## config.mk

```make
export PLATFORM = sky130hd
export DESIGN_NAME = sha3_digest_reader
export DESIGN_NICKNAME = d
export VERILOG_FILES = /design/src/rtl/sha3_reader_pkg.sv /design/src/rtl/sha3_digest_reader_shift_reg.sv /design/src/rtl/sha3_digest_reader.sv
export SDC_FILE = /design/constraint.sdc
export NUM_CORES = 1
export LEC_CHECK = 0
export ABC_CLOCK_PERIOD_IN_PS = 1700
export BUFFER_PORTS_ARGS = -buffer_cell sky130_fd_sc_hd__clkbuf_2
export CORE_MARGIN = 2
export CORE_UTILIZATION = 45
export DETAILED_ROUTE_END_ITERATION = 10
export MAX_ROUTING_LAYER = met4
export PLACE_DENSITY_LB_ADDON = 0.25
export SKIP_LAST_GASP = 1
export SLEW_MARGIN = 25
export SYNTH_ARGS = -nofsm -noshare
export SYNTH_HDL_FRONTEND = slang
export SYNTH_HIERARCHICAL = 1
export SYNTH_SLANG_ARGS = --single-unit
```

## constraint.sdc

```tcl
create_clock -name clk -period 1.7 [get_ports clk]
set_input_delay 0.255 -clock clk [delete_from_list [all_inputs] [get_ports clk]]
set_output_delay 0.255 -clock clk [all_outputs]
set_load 0.02 [all_outputs]
```

## src/rtl/sha3_reader_pkg.sv

```systemverilog
// Shared types and helpers for the SHA-3 digest reader.
// Latency: n/a (package only).
// Backpressure: n/a (package only).
package sha3_reader_pkg;

  // Default geometry: 512-bit digest streamed as 32-bit words.
  localparam int DIGEST_W_DEF = 512;
  localparam int WORD_W_DEF   = 32;

  typedef enum logic {
    IDLE = 1'b0,
    SEND = 1'b1
  } reader_state_t;

  // Rotate left by one bit, used to fold words into the signature.
  function automatic logic [WORD_W_DEF-1:0] rotl1(input logic [WORD_W_DEF-1:0] x);
    return {x[WORD_W_DEF-2:0], x[WORD_W_DEF-1]};
  endfunction

endpackage

```

## src/rtl/sha3_digest_reader_shift_reg.sv

```systemverilog
// Parallel-load word-shift register; the top word is presented continuously.
// Latency: load or shift takes effect on the next rising edge.
// Backpressure: none internally; the caller only pulses shift on accepted words.
module digest_shift_reg #(
  parameter int DIGEST_W = 512,
  parameter int WORD_W   = 32
) (
  input  logic                clk,
  input  logic                reset,
  input  logic                load,
  input  logic [DIGEST_W-1:0] load_data,
  input  logic                shift,
  output logic [WORD_W-1:0]   top_word
);

  logic [DIGEST_W-1:0] data;

  // Load wins over shift so a reload coinciding with the final word starts clean.
  always_ff @(posedge clk or negedge reset) begin
    if (!reset) begin
      data <= '0;
    end else if (load) begin
      data <= load_data;
    end else if (shift) begin
      data <= {data[DIGEST_W-WORD_W-1:0], {WORD_W{1'b0}}};
    end
  end

  assign top_word = data[DIGEST_W-1 -: WORD_W];

endmodule

```

## src/rtl/sha3_digest_reader.sv

```systemverilog
// Captures a digest on the rising edge of digest_valid and streams it MS word first.
// Latency: word_valid rises the cycle after the capturing edge; one word per cycle.
// Backpressure: word_ready low holds word_out/word_last stable; no words are skipped.
module sha3_digest_reader
  import sha3_reader_pkg::*;
#(
  parameter int DIGEST_W = DIGEST_W_DEF,
  parameter int WORD_W   = WORD_W_DEF
) (
  input  logic                clk,
  input  logic                reset,
  input  logic [DIGEST_W-1:0] digest_in,
  input  logic                digest_valid,
  output logic [WORD_W-1:0]   word_out,
  output logic                word_valid,
  input  logic                word_ready,
  output logic                word_last,
  output logic                busy,
  output logic                overrun,
  output logic [WORD_W-1:0]   signature,
  output logic [7:0]          digest_count
);

  localparam int NUM_WORDS = DIGEST_W / WORD_W;
  localparam int IDX_W     = $clog2(NUM_WORDS);
  // Index of the word just before the last one: transferring it exposes word_last.
  localparam logic [IDX_W-1:0] PENULT_IDX = IDX_W'(NUM_WORDS - 2);

  reader_state_t    state;
  logic [IDX_W-1:0] index;
  logic             dv_q;
  logic             capture;
  logic             transfer;
  logic             final_xfer;
  logic             load;

  // A capture is a 0->1 transition of the core's level-style valid.
  assign capture    = digest_valid & ~dv_q;
  assign transfer   = word_valid & word_ready;
  assign final_xfer = transfer & word_last;
  // New digest is taken when idle, or when it lands exactly on the final transfer.
  assign load       = capture & ((state == IDLE) | final_xfer);
  assign busy       = (state == SEND);

  // Edge-detect register resets high so a digest held across reset release is ignored.
  always_ff @(posedge clk or negedge reset) begin
    if (!reset) begin
      dv_q <= 1'b1;
    end else begin
      dv_q <= digest_valid;
    end
  end

  digest_shift_reg #(
    .DIGEST_W (DIGEST_W),
    .WORD_W   (WORD_W)
  ) u_shift (
    .clk       (clk),
    .reset     (reset),
    .load      (load),
    .load_data (digest_in),
    .shift     (transfer),
    .top_word  (word_out)
  );

  // Stream control: state, word index, registered handshake outputs, signature and counters.
  always_ff @(posedge clk or negedge reset) begin
    if (!reset) begin
      state        <= IDLE;
      index        <= '0;
      word_valid   <= 1'b0;
      word_last    <= 1'b0;
      overrun      <= 1'b0;
      signature    <= '0;
      digest_count <= '0;
    end else begin
      case (state)
        IDLE: begin
          if (capture) begin
            state      <= SEND;
            index      <= '0;
            signature  <= '0;
            word_valid <= 1'b1;
            word_last  <= 1'b0;
          end
        end
        SEND: begin
          // A digest arriving mid-stream is dropped and flagged; the stream carries on.
          if (capture && !final_xfer) begin
            overrun <= 1'b1;
          end
          if (transfer) begin
            signature <= rotl1(signature) ^ word_out;
            index     <= index + IDX_W'(1);
            word_last <= (index == PENULT_IDX);
            if (word_last) begin
              digest_count <= digest_count + 8'd1;
              word_last    <= 1'b0;
              if (capture) begin
                // Back-to-back digest: restart the stream without leaving SEND.
                index     <= '0;
                signature <= '0;
              end else begin
                state      <= IDLE;
                word_valid <= 1'b0;
              end
            end
          end
        end
        default: begin
          state <= IDLE;
        end
      endcase
    end
  end

endmodule

```

== Yosys cells after proc, flatten, opt, wreduce, memory -nomap -nowiden ==
Cells that the tools add are included.
Cells by class
  $add $sub $neg: 2
  eq/ne operators: 5
  multiplexer cells: 25
  bitwise gates (word level): 8
  reduce and logical (&&, ||, !) cells: 7
Operator list (count)
  512-bit 2-to-1 mux: 2
  32-bit 2-to-1 mux: 4
  32-bit one-hot mux with 2 select lines: 1
  32-bit XOR: 1
  4-bit 2-to-1 mux: 4
  1-bit 2-to-1 mux: 10
  8-bit by 1-bit adder with 8-bit output, second input constant: 1
  4-bit one-hot mux with 2 select lines: 1
  2-bit != test, second input constant: 3
  1-bit one-hot mux with 2 select lines: 3
  4-bit by 1-bit adder with 4-bit output, second input constant: 1
  1-bit bitwise AND: 4
  4-bit equality test, second input constant: 1
  2-bit AND reduction: 2
  4-bit AND reduction: 1
  3-bit AND reduction: 1
  2-bit by 1-bit != test with 1-bit output, second input constant: 1
  1-bit NOT: 2
  2-bit nonzero test: 1
  1-bit logical AND: 1
  1-bit logical NOT: 1
  1-bit bitwise OR: 1
Word-level totals
  bits in registers: 561
  output and inout bits: 76
  logic and storage cells: 56

== Longest topological paths before layout ==
Gate-level depths: netlist of the first run.
  word-level depth: 6
  gate-level depth with buffers: 9
  mapped depth without buffers: 4

== Hierarchy ==
Netlist of the first run, hierarchy kept.
Modules (own cells, without submodules)
  digest_shift_reg: instances 1, cells an instance 2251, area each 24125.6 sq um, seq. area each 12812.3 sq um
  sha3_digest_reader: instances 1, cells an instance 176, area each 2272.2 sq um, seq. area each 1227.4 sq um

== Least setup slack after synthesis of the first run ==
OpenSTA, ideal clock, no wires.
  path kind: flip-flop to flip-flop
  start point: register word_last
  end point: register u_shift.data[351]
  data arrival time: 1592 ps
  data required time: 1577 ps
  path slack: -15 ps
  cell stages (with the launch flop): 9
  buffers on the path: 5
  clock period less this slack: 1715 ps
  path through: dfrtp_1 > clkbuf_2 > nand3_1 > a21oi_1 > buf_2 > buf_4 > buf_2 > buf_2 > o21ai_1
On the way
  longest elaborated chain between the ends: 4
RTL lines
  start: declaration: line sha3_digest_reader.sv:17  | output logic word_last,
  start signal: assignment: line sha3_digest_reader.sv:95  | word_last <= (index == PENULT_IDX);
  1-bit bitwise AND (*): line sha3_digest_reader.sv:40  | assign final_xfer = transfer & word_last;
  1-bit bitwise OR (*): line sha3_digest_reader.sv:42  | assign load = capture & ((state == IDLE) | final_xfer);
  1-bit bitwise AND (*): line sha3_digest_reader.sv:42
  named net load: line sha3_digest_reader.sv:35  | logic load;
  512-bit 2-to-1 mux / 2-bit nonzero test (equally long branches)
  end signal: assignment: line sha3_digest_reader_shift_reg.sv:23  | data <= load_data;
  end signal: assignment: line sha3_digest_reader_shift_reg.sv:25  | data <= {data[DIGEST_W-WORD_W-1:0], {WORD_W{1'b0}}};
  end: declaration: line sha3_digest_reader_shift_reg.sv:16  | logic [DIGEST_W-1:0] data;
The timed path passes the listed nets; every way through them passes the cells marked *.
A chain may end at the register's enable or synchronous reset.

== Worst setup path after layout of the first run ==
  start point: register word_valid
  end point: register u_shift.data[71]
On the way
  longest elaborated chain between the ends: 5
RTL lines
  start: declaration: line sha3_digest_reader.sv:15  | output logic word_valid,
  start signal: assignment: line sha3_digest_reader.sv:71  | word_valid <= 1'b0;
  start signal: assignment: line sha3_digest_reader.sv:83  | word_valid <= 1'b1;
  start signal: assignment: line sha3_digest_reader.sv:105  | word_valid <= 1'b0;
  1-bit bitwise AND (*): line sha3_digest_reader.sv:39  | assign transfer = word_valid & word_ready;
  named net transfer: line sha3_digest_reader.sv:33  | logic transfer;
  1-bit bitwise AND: line sha3_digest_reader.sv:40
  1-bit bitwise OR: line sha3_digest_reader.sv:42
  1-bit bitwise AND: line sha3_digest_reader.sv:42
  512-bit 2-to-1 mux / 2-bit nonzero test (equally long branches)
Marked as above.

==> flow_metrics.py, run 1 <==
metrics = {
    "setup_path": {
        "cp_data_arrival_time_ns": 2.22,
        "worst-r2r-setup-slack_ns": -0.03,
        "start_kind": "flip-flop",
        "r2r-start": "word_valid",
        "worst-path-max-fanout": 27,
        "worst_r2r_path_depth": 5,
        "cp.required_ns": 2.19,
        "rr_endpoint": "u_shift/data[71]",
        "endpoint_kind": "flip-flop",
        "path_class": "flip-flop to flip-flop",
    },
    "sta": {
        "slew_violations": 0,
        "tightest_slew_ns": 0.445,
        "fmax_mhz": 578,
        "min_period_ns": 1.73,
        "rsz0062_at_grt": "true",
        "hold_violations": 0,
        "slew_headroom_pct": 70.3,
        "skew_ns": 0.0315,
        "setup_viol": 2,
        "fin_ws_ns": -0.0315,
        "finalCritPeriodShare_pct": 102,
    },
    "job": {
        "max_cap_viol_count": 0,
    },
    "grt": {
        "gr-usage-all-layers_pct": 30.9,
        "gr-total-overflow": 0,
        "grt_max_degree": 74,
        "grt_pass1_vias": 24433,
        "grt_pass1_wl_um": 140000,
        "antenna_found_initial": 27,
    },
    "pwr": {
        "p_leak_uw": 0.0176,
        "ir_worst_vdd_uv": 993,
        "powerDensity_nw_per_um2": 1310,
    },
    "outcome": {
        "violations": "setup timing",
        "status": "complete, but fails checks",
    },
    "detailed_routing": {
        "finalWirelength_um": 92900,
        "vias_per_cell": 5.35,
        "antenna_left": 0,
        "vias": 23318,
        "first_pass_iters": 5,
        "drc": 0,
        "wire_per_inst_um": 21.3,
        "drt_iter0_drc": 1717,
    },
    "logic_synthesis": {
        "netlist_area_sq_um": 26400,
        "syn-instance-count": 2427,
        "synthTopCellsByArea": "dfrtp_1 (53%), mux2i_1 (18%), o21ai_1 (9.7%)",
        "yosysSeqAreaShare_pct": 53.2,
        "synth_nets": 2946,
        "ys_warn_count": 6,
        "yosys.area.top_type": "dfrtp_1",
        "avgSynthCellArea_sq_um": 10.9,
        "synth-seq-cells": 561,
        "yosysTopAreaCellShare_pct": 53.1,
        "synth_cell_types": 35,
    },
    "clock_network": {
        "clkLatencyLatePin_ns": 0.64,
        "cts.clk_slew.worst_paths_ns": 0.06,
        "h-tree-depth": 2,
        "cts_buffer_depth": 3,
        "cts_tree": "built",
        "cts_buffers": 59,
        "root_buffer": "clkbuf_16",
        "clkSinkCount": 561,
    },
    "floorplanning": {
        "core_sq_um": 57800,
        "num_io_pins": 592,
        "die_h_um": 246,
        "start_util_pct": 45.7,
        "rows": 88,
        "die_area_sq_um": 60600,
        "die_x_um": 246,
    },
    "placed_design": {
        "place_ws_ns": -0.102,
        "dp.cells": 3692,
        "io_buffers": 591,
        "routabilityCongestion": 0.910,
        "dp_hpwl_um": 61400,
        "placed_cell_area_sq_um": 29900,
    },
    "final_layout": {
        "fillers": 4302,
        "nets": 4029,
        "drive_gt1_share_pct": 23.5,
        "area_growth_pct": 41.8,
        "fin_cells": 4357,
        "ff_latch_area_sq_um": 14000,
        "fin_area_sq_um": 37400,
        "multiInputGateArea_sq_um": 10400,
    },
    "min_path": {
        "hp-class": "primary input to flip-flop",
        "hold_path_end": "digest_count[0]",
        "hold_depth": 3,
        "min_from": "word_ready",
    },
}
[Yosys cell counts]
| cell type | instances |
|---|---|
| dfrtp_1 | 560 |
| nand2_1 | 517 |
| o21ai_1 | 512 |
| mux2i_1 | 481 |
| buf_2 | 89 |
| buf_4 | 46 |
| buf_12 | 44 |
| o2bb2ai_1 | 35 |
| xnor2_1 | 34 |
| nand2b_1 | 33 |
| clkbuf_1 | 18 |
| nand3_1 | 10 |
| buf_6 | 9 |
| xor2_1 | 6 |
| buf_8 | 5 |
| a21oi_1 | 3 |
| ha_1 | 3 |
| buf_1 | 2 |
| nor2_1 | 2 |
| nor3_1 | 2 |
| o21ai_0 | 2 |
| a211oi_1 | 1 |
| and2_2 | 1 |
| and3_1 | 1 |
| clkbuf_2 | 1 |
| dfstp_2 | 1 |
| inv_1 | 1 |
| mux2_2 | 1 |
| nand2_4 | 1 |
| nand3b_1 | 1 |
| nand4_1 | 1 |
| nand4_4 | 1 |
| nor4_4 | 1 |
| o21a_1 | 1 |
| o21bai_1 | 1 |
[cell type report]
| type | count | share of cell area (%) |
|---|---|---|
| clock inverter | 22 | 0.658 |
| timing repair buffer | 1236 | 26.3 |
| antenna | 33 | 0.221 |
| clock buffer | 88 | 4.88 |
| sequential | 561 | 37.5 |
| tap | 765 | 2.56 |
| inverter | 1 | 0.0100 |
| multi-input combinational | 1651 | 27.9 |
[cells by family (layout without fill, tap and decap cells)]
group,count (synthesis),in the layout,synth area share (%)
simple gates,571,571,8.70
flops,561,561,53.2
compound gates,555,555,11.0
mux,482,482,18.3
buf+inv,215,1347,7.32
xor+xnor,40,40,1.33
fa+ha+maj,3,3,0.142
other cells,0,33,0
[flip-flops by register name (all words and copies together), names as in the netlist]
name / count
overrun: 1
u_shift/data: 512
digest_count: 8
word_last: 1
dv_q: 1
busy: 1
index: 4
word_valid: 1
signature: 32
[cells in the final DEF, fill, tap and decap left out, types with 2 or more instances in the layout]
cell type,count
o21ai_0,2
dfrtp_1,558
xor2_1,6
dlygate4sd3_1,514
nand2_1,517
buf_16,10
a21oi_1,2
clkbuf_1,5
o2bb2ai_1,35
nand3_1,10
clkinv_2,14
dfrtp_2,2
clkbuf_2,589
bufinv_16,5
mux2i_1,481
nor3_1,2
buf_12,34
buf_4,76
o21ai_1,512
nor2_1,2
buf_6,5
clkbuf_16,64
xnor2_1,34
ha_1,3
clkbuf_8,24
buf_8,2
diode_2,33
inv_6,3
nand2b_1,33
[stage by stage]
stage / setup TNS [ns] / utilization (%) / total power (uW) / hold WS, ns
4_1_cts: 0 / 64.2 / 48700 / 0.0262
6_report: -0.0505 / 64.8 / 49200 / 0.0595
3_3_place_gp: -2.99 / 51.7 / 33500 / 0.135
3_5_place_dp: -6.73 / 51.7 / 34000 / 0.139
2_1_floorplan: 0 / - / 30300 / -0.0406
5_1_grt: -4.32 / 64.7 / 51600 / 0.0542
[layer usage]
metal / vias to the layer above / wire length, um / track usage, % / share of wire [%]
li1: 10546 / - / - / -
met1: 11320 / 36500 / 37.0 / 39
met2: 1108 / 45500 / 50.3 / 49
met3: 344 / 6240 / 5.69 / 6.7
met4: 0 / 4650 / 14.8 / 5.0
met5: - / 0 / - / 0
[report_power, final]
group	switching (uW)	internal, uW
registers	3720	17600
logic	7250	6860
clock network	5590	8140
total	16600	32600
[timing repair]
action                                  4_1_cts  5_1_grt
gates resized for setup                       1       17
pin swaps                                     1        0
endpoints found under the setup margin      115      159
hold buffers                                514        0
buffers inserted                              1        1
cloned                                        0        6
hold endpoints to repair                    771        0
[worst max path at each step]
stage,start,to,slack (ns),cells after the start
after global placement,word_ready,u_shift/data[237],-0.07,6
after CTS,busy,busy,0.01,2
after floorplan,word_last,u_shift/data[351],0.05,8
final,word_valid,u_shift/data[71],-0.03,5
after global routing,word_valid,u_shift/data[15],-0.07,7
after detailed placement,word_ready,u_shift/data[298],-0.10,7
[worst max-delay path, stage by stage, from the launching register on]
cell and delay [ns]:
dfrtp_1 0.39, and2_4 0.20, buf_12 0.24, buf_4 0.27, mux2i_1 0.32, o21ai_1 0.15
No activity file was read; power rests on OpenSTA's default activity.
==> run 2, diff against run 1 <==
- ABC_AREA: default -> 1
- CORE_ASPECT_RATIO: default -> 0.8
==> flow_metrics.py, run 2 <==
metrics = {
    "outcome": {
        "status": "complete, but fails checks",
        "violations": "setup timing",
    },
    "clock_network": {
        "cts.clk_slew.worst_paths_ns": 0.06,
        "cts_buffers": 56,
        "cts_tree": "built",
        "clkLatencyLatePin_ns": 0.61,
        "h-tree-depth": 2,
        "root_buffer": "clkbuf_16",
        "cts_buffer_depth": 3,
        "clkSinkCount": 561,
    },
    "detailed_routing": {
        "drt_iter0_drc": 3765,
        "vias_per_cell": 5.58,
        "met3_length_um": 9200,
        "vias": 27536,
        "met2_length_um": 48600,
        "wire_per_inst_um": 20.8,
        "antenna_left": 0,
        "met1Wirelength_um": 38500,
        "drc": 0,
        "first_pass_iters": 6,
        "top_layer": "met4",
        "finalWirelength_um": 103000,
    },
    "sta": {
        "fmax_mhz": 534,
        "hold_ws_ns": 0.164,
        "tightest_slew_ns": 0.493,
        "finalCritPeriodShare_pct": 110,
        "slew_headroom_pct": 67.1,
        "fin_ws_ns": -0.174,
        "rsz0062_at_grt": "true",
        "hold_violations": 0,
        "min_period_ns": 1.87,
        "skew_ns": 0.0155,
        "setup_viol": 259,
        "slew_violations": 0,
    },
    "logic_synthesis": {
        "synth_cell_types": 28,
        "synth_most_common_cell": "nand2_1",
        "async_reset_ff_share_pct": 100,
        "yosys.area_share.adder_pct": 0.148,
        "synth-seq-cells": 561,
        "avgSynthCellArea_sq_um": 8.28,
        "synth_nets": 3573,
        "syn-instance-count": 3054,
        "synth.area.mux_share_pct": 0,
        "netlist_area_sq_um": 25300,
        "yosys.area.top_type": "dfrtp_1",
        "ys_warn_count": 6,
        "synth_edf_count": 0,
        "yosys.area_share.simple_pct": 37.2,
        "yosysTopAreaCellShare_pct": 55.4,
        "synth-xor-area-share_pct": 1.28,
        "synth_compound_area_share_pct": 0.163,
        "ys.flop_type": "dfrtp_1",
        "netlist_top_cells_count": "nand2_1 (1175), nand3_1 (975), dfrtp_1 (560)",
        "yosysSeqAreaShare_pct": 55.5,
        "synthTopCellsByArea": "dfrtp_1 (55%), nand3_1 (19%), nand2_1 (17%)",
        "synth_top_family_by_area": "simple AND/OR/NAND/NOR gates",
    },
    "floorplanning": {
        "start_util_pct": 45.6,
        "die_area_sq_um": 58100,
        "die_h_um": 216,
        "core_sq_um": 55400,
        "die_x_um": 269,
        "num_io_pins": 592,
        "rows": 77,
    },
    "setup_path": {
        "worst-path-max-fanout": 16,
        "cp.required_ns": 2.13,
        "path_class": "flip-flop to flip-flop",
        "start_kind": "flip-flop",
        "endpoint_kind": "flip-flop",
        "startpoint": "word_valid",
        "cp_data_arrival_time_ns": 2.31,
        "r2r-start": "word_valid",
        "worst-r2r-setup-slack_ns": -0.17,
    },
    "placed_design": {
        "io_buffers": 591,
        "dp_hpwl_um": 61100,
        "dp.cells": 4267,
        "placed_cell_area_sq_um": 29500,
        "routabilityCongestion": 0.907,
    },
    "final_layout": {
        "final_common_cell": "nand2_1",
        "layout_common_cells": "nand2_1 (1152), nand3_1 (955), clkbuf_2 (590)",
        "drive_gt1_share_pct": 21.8,
        "area_growth_pct": 48.9,
        "largest_reg_flops": 512,
        "nets": 4643,
        "top_regs": "u_shift/data (512), signature (32), digest_count (8)",
        "regMostFlops": "u_shift/data",
        "fin_area_sq_um": 37600,
        "fin_cells": 4932,
    },
    "grt": {
        "grt_max_degree": 84,
        "gr-usage-all-layers_pct": 34.6,
        "grt_pass1_wl_um": 151000,
        "antenna_found_initial": 14,
        "gr-total-overflow": 0,
        "grt_pass1_vias": 27491,
    },
    "min_path": {
        "hp-class": "primary input to asynchronous set/reset pin",
    },
    "pwr": {
        "ir_worst_vdd_uv": 1010,
        "p_leak_uw": 0.0194,
        "powerDensity_nw_per_um2": 1290,
    },
    "job": {
        "max_cap_viol_count": 0,
    },
}
-- run 2: per-stage QoR --
step                total power [uW]  util [%]  setup TNS, ns  setup WS, ns
floorplan                      28300         -              0       0.00210
global placement               32800      53.2          -3.67        -0.146
detailed placement             33100      53.2          -9.21        -0.157
CTS                            46700      66.2          -7.76       -0.0704
global route                   50900      67.9         -36.09        -0.213
finish                         48600      67.9          -4.18        -0.174
-- run 2: layout make-up --
cell class                      count  area [sq um]
Clock inverter                     18           173
Multi-Input combinational cell   2216         10000
Timing Repair Buffer             1271         10700
Clock buffer                       83          1640
Tap cell                          750           938
Antenna cell                       15          37.5
Fill cell                        4081         17800
Inverter                           18          85.1
Sequential cell                   561         14000
-- run 2: cells by family (layout without fill, tap and decap cells) --
kind of cell / Yosys count / in the layout
AO/OA/AOI/OAI: 7 / 7
XOR/XNOR: 36 / 36
adder cells (fa/ha/maj): 3 / 3
buffers and inverters: 277 / 1390
flip-flops: 561 / 561
other: 0 / 15
AND/OR/NAND/NOR: 2170 / 2170
-- run 2: power by group --
group          internal (uW)  switching [uW]  total, uW
registers              17800            3730      21500
logic                   6260            8210      14500
clock network           7120            5490      12600
total                  31200           17400      48600
-- run 2: final timing paths --
check / endpoint / cells after the start
min: u_shift/data[488] / 2
max reg2reg: u_shift/data[461] / 11
max in group asynchronous: word_valid / 3
max: u_shift/data[461] / 11
min in group clk: busy / 6
min reg2reg: u_shift/data[16] / 2
-- run 2: what timing repair did --
| action | CTS | global route |
|---|---|---|
| hold buffers | 514 | 0 |
| gates resized for setup | 8 | 82 |
| endpoints found under the setup margin | 331 | 506 |
| cloned | 4 | 23 |
| pin swaps | 2 | 3 |
| hold endpoints to repair | 1040 | 0 |
| setup buffers | 2 | 7 |
-- run 2: metal layers --
metal | track usage (%) | vias up
met2 | 54.0 | 1809
met5 | - | -
met4 | 18.7 | 0
li1 | - | 12196
met1 | 42.3 | 13039
met3 | 6.85 | 492
-- run 2: worst max-delay path, cell delays in order, from the launching register on --
cell and delay, ns:
dfrtp_2 0.37, nand2_2 0.07, o21ai_2 0.17, inv_2 0.06, nor2_4 0.10, buf_12 0.15, nor2_4 0.05, buf_12 0.14
clkbuf_16 0.17, clkbuf_16 0.18, nand2_1 0.06, nand3_1 0.16
